--- config.mk ---
export PLATFORM = sky130hd
export DESIGN_NAME = bat_mem_responder_flat
export DESIGN_NICKNAME = d
export VERILOG_FILES = /design/src/rtl/bat_mem_responder_if.sv /design/src/rtl/bat_mem_responder.sv /design/src/flat_wrapper.sv
export SDC_FILE = /design/constraint.sdc
export NUM_CORES = 2
export LEC_CHECK = 0
export ABC_AREA = 0
export BUFFER_PORTS_ARGS = -buffer_cell sky130_fd_sc_hd__buf_2
export CAP_MARGIN = 10
export CORE_MARGIN = 8
export CORE_UTILIZATION = 55
export DETAILED_ROUTE_END_ITERATION = 6
export GPL_TIMING_DRIVEN = 0
export PLACE_DENSITY = 0.73
export SETUP_SLACK_MARGIN = 0.3
export SKIP_LAST_GASP = 1
export SYNTH_ARGS = -nofsm -noshare
export SYNTH_HDL_FRONTEND = slang
export SYNTH_SLANG_ARGS = --single-unit
export TNS_END_PERCENT = 1
--- constraint.sdc ---
create_clock -name CLK -period 10.13 [get_ports CLK]
set_clock_uncertainty 0.2 [all_clocks]
set_input_delay 1.013 -clock CLK [delete_from_list [all_inputs] [get_ports CLK]]
set_output_delay 1.013 -clock CLK [all_outputs]
set_load 0.01 [all_outputs]
--- src/rtl/bat_mem_responder_if.sv ---
// Bus bundle between the BatAmateur controller/loader side and the memory
// responder.
//   Controller strobes : MAR_LOAD, MAR_EN, RAM_RW, RAM_EN, BUS_IN
//   Responder to bus   : BUS_OUT, BUS_DRV, MAR_Q
//   Image loader       : LD_VALID, LD_ADDR, LD_DATA, LD_LAST in; LD_READY out
//   Status             : CPU_HOLD, ERR
// The slave modport is the responder's view. The master modport is the
// controller/loader view.
interface bat_mem_responder_if #(
  parameter int ADDR_W = 8,
  parameter int DATA_W = 16
) ();
  logic              MAR_LOAD;
  logic              MAR_EN;
  logic              RAM_RW;
  logic              RAM_EN;
  logic [DATA_W-1:0] BUS_IN;
  logic [DATA_W-1:0] BUS_OUT;
  logic              BUS_DRV;
  logic [ADDR_W-1:0] MAR_Q;
  logic              LD_VALID;
  logic              LD_READY;
  logic [ADDR_W-1:0] LD_ADDR;
  logic [DATA_W-1:0] LD_DATA;
  logic              LD_LAST;
  logic              CPU_HOLD;
  logic              ERR;

  modport slave (
    input  MAR_LOAD, MAR_EN, RAM_RW, RAM_EN, BUS_IN,
    input  LD_VALID, LD_ADDR, LD_DATA, LD_LAST,
    output BUS_OUT, BUS_DRV, MAR_Q, LD_READY, CPU_HOLD, ERR
  );

  modport master (
    output MAR_LOAD, MAR_EN, RAM_RW, RAM_EN, BUS_IN,
    output LD_VALID, LD_ADDR, LD_DATA, LD_LAST,
    input  BUS_OUT, BUS_DRV, MAR_Q, LD_READY, CPU_HOLD, ERR
  );
endinterface

--- src/rtl/bat_mem_responder.sv ---
// Memory-side responder for the BatAmateur microcode controller.
// It holds the MAR and the RAM array. It returns read data onto the CPU bus
// and accepts writes from the bus. It also runs the boot sequence: it
// zero-fills RAM, then takes a program image from the load port while the
// CPU is held in reset.
// Ports:
//   CLK  system clock, all state updates on the rising edge
//   RST  asynchronous active-high reset
//   bus  bat_mem_responder_if.slave (controller strobes, bus data, loader
//        port, CPU_HOLD, ERR)
//
// state    | meaning
// ---------+---------------------------------------------------------------
// ST_CLEAR | zero-fill RAM one word per cycle; loader and controller ignored
// ST_LOAD  | LD_READY=1, accept image beats until a beat with LD_LAST is taken
// ST_RUN   | CPU released; serve MAR/RAM strobes; terminal until RST
module bat_mem_responder #(
  parameter int ADDR_W = 8,
  parameter int DATA_W = 16
) (
  input  logic CLK,
  input  logic RST,
  bat_mem_responder_if.slave bus
);

  localparam int DEPTH = 2 ** ADDR_W;

  typedef enum logic [1:0] {
    ST_CLEAR = 2'd0,
    ST_LOAD  = 2'd1,
    ST_RUN   = 2'd2
  } state_e;

  state_e            state_q, state_d;
  logic [ADDR_W-1:0] clr_cnt_q, clr_cnt_d;
  logic [ADDR_W-1:0] mar_q, mar_d;
  logic              err_q, err_d;

  logic [DATA_W-1:0] mem [DEPTH];

  logic              mem_we;
  logic [ADDR_W-1:0] mem_waddr;
  logic [DATA_W-1:0] mem_wdata;

  logic              rd_req;
  logic              wr_req;
  logic [DATA_W-1:0] rd_word;

  assign rd_req  = bus.RAM_EN & bus.RAM_RW;
  assign wr_req  = bus.RAM_EN & ~bus.RAM_RW;
  assign rd_word = mem[mar_q];

  always_ff @(posedge CLK or posedge RST) begin
    if (RST) begin
      state_q   <= ST_CLEAR;
      clr_cnt_q <= '0;
      mar_q     <= '0;
      err_q     <= 1'b0;
    end else begin
      state_q   <= state_d;
      clr_cnt_q <= clr_cnt_d;
      mar_q     <= mar_d;
      err_q     <= err_d;
    end
  end

  // The RAM has a single write port. CLEAR, LOAD and RUN writes are
  // mutually exclusive by state.
  always_ff @(posedge CLK) begin
    if (mem_we) begin
      mem[mem_waddr] <= mem_wdata;
    end
  end

  always_comb begin
    state_d   = state_q;
    clr_cnt_d = clr_cnt_q;
    mar_d     = mar_q;
    err_d     = err_q;
    mem_we    = 1'b0;
    mem_waddr = clr_cnt_q;
    mem_wdata = '0;

    case (state_q)
      ST_CLEAR: begin
        mem_we    = 1'b1;
        clr_cnt_d = clr_cnt_q + 1'b1;
        if (clr_cnt_q == {ADDR_W{1'b1}}) begin
          state_d = ST_LOAD;
        end
      end

      ST_LOAD: begin
        if (bus.LD_VALID) begin
          mem_we    = 1'b1;
          mem_waddr = bus.LD_ADDR;
          mem_wdata = bus.LD_DATA;
          if (bus.LD_LAST) begin
            state_d = ST_RUN;
          end
        end
      end

      ST_RUN: begin
        if (!bus.MAR_EN) begin
          // Controller fault: freeze MAR and RAM, and flag it.
          err_d = 1'b1;
        end else begin
          if (wr_req) begin
            mem_we    = 1'b1;
            mem_waddr = mar_q;
            mem_wdata = bus.BUS_IN;
          end
          if (bus.MAR_LOAD) begin
            // A read in the same cycle is indirect addressing. The word
            // addressed by the old MAR becomes the new MAR.
            if (rd_req) begin
              mar_d = rd_word[ADDR_W-1:0];
            end else begin
              mar_d = bus.BUS_IN[ADDR_W-1:0];
            end
            // A write with MAR_LOAD still lands at the old MAR, but it is a
            // protocol violation.
            if (wr_req) begin
              err_d = 1'b1;
            end
          end
        end
      end

      default: begin
        state_d = ST_CLEAR;
      end
    endcase
  end

  // Read data is zero-latency so the controller can sample it within the
  // strobe cycle.
  always_comb begin
    bus.BUS_OUT = '0;
    bus.BUS_DRV = 1'b0;
    if (state_q == ST_RUN && rd_req) begin
      bus.BUS_OUT = rd_word;
      bus.BUS_DRV = 1'b1;
    end
  end

  assign bus.MAR_Q    = mar_q;
  assign bus.LD_READY = (state_q == ST_LOAD);
  assign bus.CPU_HOLD = (state_q != ST_RUN);
  assign bus.ERR      = err_q;

endmodule

--- src/flat_wrapper.sv ---
// flat-port wrapper written by rule: the top's interface ports become plain ports
module bat_mem_responder_flat 
#(
  parameter int ADDR_W = 8,
  parameter int DATA_W = 16
)
  (CLK, RST, bus_MAR_LOAD, bus_MAR_EN, bus_RAM_RW, bus_RAM_EN, bus_BUS_IN, bus_LD_VALID, bus_LD_ADDR, bus_LD_DATA, bus_LD_LAST, bus_BUS_OUT, bus_BUS_DRV, bus_MAR_Q, bus_LD_READY, bus_CPU_HOLD, bus_ERR);
  bat_mem_responder_if #(.ADDR_W(ADDR_W), .DATA_W(DATA_W)) bus_i ();
  input  logic CLK;
  input  logic RST;
  input wire logic [$bits(bus_i.MAR_LOAD)-1:0] bus_MAR_LOAD;
  input wire logic [$bits(bus_i.MAR_EN)-1:0] bus_MAR_EN;
  input wire logic [$bits(bus_i.RAM_RW)-1:0] bus_RAM_RW;
  input wire logic [$bits(bus_i.RAM_EN)-1:0] bus_RAM_EN;
  input wire logic [$bits(bus_i.BUS_IN)-1:0] bus_BUS_IN;
  input wire logic [$bits(bus_i.LD_VALID)-1:0] bus_LD_VALID;
  input wire logic [$bits(bus_i.LD_ADDR)-1:0] bus_LD_ADDR;
  input wire logic [$bits(bus_i.LD_DATA)-1:0] bus_LD_DATA;
  input wire logic [$bits(bus_i.LD_LAST)-1:0] bus_LD_LAST;
  output wire logic [$bits(bus_i.BUS_OUT)-1:0] bus_BUS_OUT;
  output wire logic [$bits(bus_i.BUS_DRV)-1:0] bus_BUS_DRV;
  output wire logic [$bits(bus_i.MAR_Q)-1:0] bus_MAR_Q;
  output wire logic [$bits(bus_i.LD_READY)-1:0] bus_LD_READY;
  output wire logic [$bits(bus_i.CPU_HOLD)-1:0] bus_CPU_HOLD;
  output wire logic [$bits(bus_i.ERR)-1:0] bus_ERR;
  assign bus_i.MAR_LOAD = bus_MAR_LOAD;
  assign bus_i.MAR_EN = bus_MAR_EN;
  assign bus_i.RAM_RW = bus_RAM_RW;
  assign bus_i.RAM_EN = bus_RAM_EN;
  assign bus_i.BUS_IN = bus_BUS_IN;
  assign bus_i.LD_VALID = bus_LD_VALID;
  assign bus_i.LD_ADDR = bus_LD_ADDR;
  assign bus_i.LD_DATA = bus_LD_DATA;
  assign bus_i.LD_LAST = bus_LD_LAST;
  assign bus_BUS_OUT = bus_i.BUS_OUT;
  assign bus_BUS_DRV = bus_i.BUS_DRV;
  assign bus_MAR_Q = bus_i.MAR_Q;
  assign bus_LD_READY = bus_i.LD_READY;
  assign bus_CPU_HOLD = bus_i.CPU_HOLD;
  assign bus_ERR = bus_i.ERR;
  bat_mem_responder #(.ADDR_W(ADDR_W), .DATA_W(DATA_W)) u_core (.CLK(CLK), .RST(RST), .bus(bus_i));
endmodule
==> impl_metrics.env <==
export IMPL_ys_flop_type="edfxtp_1"
export IMPL_port_buffer_count=75
export IMPL_wirelength_met1_um=188000
export IMPL_ys_seq_area_share_pct=77.9
export IMPL_critPathMaxFanout=10
export IMPL_worstHoldPathCells=3
export IMPL_final_core_util_pct=64.1
export IMPL_final_nets=7691
export IMPL_coreArea_mm2=0.287
export IMPL_grt_antenna_before_repair=59
export IMPL_synth_nets=6872
export IMPL_cts_max_path_buffers=4
export IMPL_cts_resized=0
export IMPL_drv_slew=33
export IMPL_cts_tree="done"
export IMPL_grt_pass1_vias=83400
export IMPL_arrival_ns=8.46
export IMPL_rsz0062_at_grt="false"
export IMPL_status="finished with violations"
export IMPL_filler_cell_count=18200
export IMPL_grt_total_usage_pct=38.9
export IMPL_layout_drive_gt1_share_pct=34.3
export IMPL_fp_row_count=197
export IMPL_ir_drop_mv=0.175
export IMPL_grt_max_degree=62
export IMPL_synth_edf_count=4096
export IMPL_dr_wl_met3_um=102000
export IMPL_max_slew_margin_pct=-5.36
export IMPL_violations="DRC, capacitance limit, slew limit"
export IMPL_cts_root_buf="clkbuf_16"
export IMPL_drc=51
export IMPL_cts_buffers=400
export IMPL_area_delta_synth_final_pct=16.2
export IMPL_die_area_mm2=0.306
export IMPL_final_cell_mix="4096 x edfxtp_1, 1177 x mux4_2, 406 x clkbuf_16, 259 x buf_2, 197 x nor2_2"
export IMPL_wl_um=606000
export IMPL_grt_pass1_wl_um=782000
export IMPL_hold_violations=0
export IMPL_top_layer="met5"
export IMPL_place_gp_congestion=1.08
export IMPL_fmaxAchievable_ghz=0.103
export IMPL_crit_top_cell="clkbuf_1"
export IMPL_dr_wl_met2_um=257000
export IMPL_final_common_cell="edfxtp_1"
export IMPL_power_density_mw_per_mm2=179
export IMPL_synthArstFlopShare_pct=0.462
export IMPL_yosys_warnings=0
export IMPL_synth_area_top_cells="edfxtp_1 78%, mux4_2 17%, nor2_1 0.73%, mux2i_1 0.57%, a22oi_1 0.51%"
export IMPL_min_from="bus_BUS_IN[3]"
export IMPL_crit_chain="buf_2, clkbuf_1, clkbuf_1, clkbuf_1, clkbuf_1, buf_8, a21oi_1, o21ai_0, o2111ai_1, o211ai_1, nor2_1, buf_2"
export IMPL_worstPathRequired_ns=8.92
export IMPL_dp_cells=11000
export IMPL_routedWlPerCell_um=51.4
export IMPL_synth_avg_cell_area_um2=23.3
export IMPL_die_height_um=553
export IMPL_drtPass1Iterations=7
export IMPL_vias=89100
export IMPL_fin_setup_tns_ns=0
export IMPL_syn_area_mm2=0.159
export IMPL_final_area_mm2=0.184
export IMPL_syn_inst=6819
export IMPL_finalCritPeriodShare_pct=95.5
export IMPL_ff2ff_path_depth=14
export IMPL_setup_violations=0
export IMPL_synth_top_area_cell="edfxtp_1"
export IMPL_worst_slack_ns=0.456
export IMPL_postRouteAntennaNets=0
export IMPL_crit_reg2reg_launch="u_core.bus.MAR_Q[0]"
export IMPL_drt_iter0_drc=18600
export IMPL_synth_cell_types=64
export IMPL_crit_start="u_core.bus.MAR_Q[4]"
export IMPL_pin_count=76
export IMPL_cap_violations=5
export IMPL_ys_ff_latch=4115
export IMPL_overflow=0
export IMPL_clkLatencyLatePin_ns=0.99
export IMPL_min_period_ns=9.67
export IMPL_start_kind="register"
export IMPL_dp_slack_ns=2.23
export IMPL_clkSlewWorstSetupHoldPaths_ns=0.06
export IMPL_post_synth_top_area_fraction_pct=77.6
export IMPL_start_util_pct=55.2
export IMPL_die_x_um=553
export IMPL_htree_levels=5
export IMPL_fin_cells=11800
export IMPL_path_class="register to output pin"
export IMPL_vias_per_cell=7.55
export IMPL_hpwl_um=410000
export IMPL_worstSetupEndpointType="output pin"
export IMPL_clock_sinks=4115
export IMPL_p_leak_uw=0.0465
export IMPL_worst_path_max_delay_cell="clkbuf_1"
export IMPL_tightest_slew_ns=1.58
export IMPL_hold_class="input pin to register"
export IMPL_cpPeakStageDelay_ns=1.17
export IMPL_place_area_mm2=0.172
per-layer routing:
metal  GRT usage, %  up-vias
met5          0.703        -
met4           28.5       36
met3           18.3     2314
met2           55.1     9537
met1           46.6    46200
li1               -    31000
metrics by stage:
step	hold slack, ns	total power, µW
finish	0.0832	33000
global route	0.129	33500
CTS	0.0693	32900
detailed placement	0.254	18800
global placement	0.242	18800
floorplan	0.267	18800
synth_stat cells (all sizes together), types with 6 or more instances:
master,count
a221oi,17
nor2b,40
dfrtp,19
mux2i,91
a22o,27
o21ai,33
edfxtp,4096
nor4,8
and2,11
nand3,61
o22ai,19
o211ai,7
nand3b,6
nand4,7
mux2,25
xnor2,6
o31ai,6
a22oi,108
inv,12
a21oi,51
clkbuf,111
a211oi,15
nand2,147
a31oi,11
nand2b,19
mux4,1177
nor3,19
and3,13
buf,277
nor2,308
o2111ai,8
a2111oi,7
critical path: cells and delay by family (launching register included):
kind	cells	cell delay (ns)
buf+inv	7	4.59
compound gates	4	2.21
flops	1	0.47
simple gates	1	0.15
power breakdown:
part	switching (µW)	leakage [µW]	internal [µW]
logic	26.2	0.0119	8.90
registers	1.05	0.0285	18400
clock network	6500	0.00608	8040
logic make-up after synthesis:
logic type,Yosys count,synth area share (%)
DFF,4115,77.9
muxes,1293,17.5
and+or+nand+nor,654,1.82
buffers and inverters,401,1.23
AOI/OAI and AO/OA,344,1.55
xor gates and xnor gates,7,0.0387
adders and majority gates,5,0.0394
worst paths after layout:
path                                       end  slack (ns)
min in group asynchronous  u_core.bus.MAR_Q[7]        0.55
max in group asynchronous  u_core.clr_cnt_q[2]        8.64
max                             bus_BUS_OUT[3]        0.46
min reg2reg                     u_core.bus.ERR        0.28
min                        u_core.bus.MAR_Q[3]        0.08
max reg2reg                  u_core.mem[95][9]        1.80
what timing repair did:
action                    4_1_cts  5_1_grt
hold endpoints to repair       19        0
hold buffers                    1        0
buffers inserted                0        0
layout make-up:
class                           instances  area [µm²]  area share, %
Buffer                                388        1980           1.08
Clock inverter                        226        1910           1.04
Multi-Input combinational cell       2303       34300           18.6
Timing Repair Buffer                  417        7180           3.90
Antenna cell                           59         148         0.0801
Sequential cell                      4115      123000           67.0
Tap cell                             3781        4730           2.57
Inverter                               13        48.8         0.0265
Clock buffer                          497       10500           5.70
registers in the layout (all words and copies together), names as in the netlist:
name	cells
u_core.bus.MAR_Q	8
u_core.clr_cnt_q	8
u_core.bus.ERR	1
u_core.state_q	2
u_core.mem	4096
Note: power is estimated with default switching activity, not from simulation.
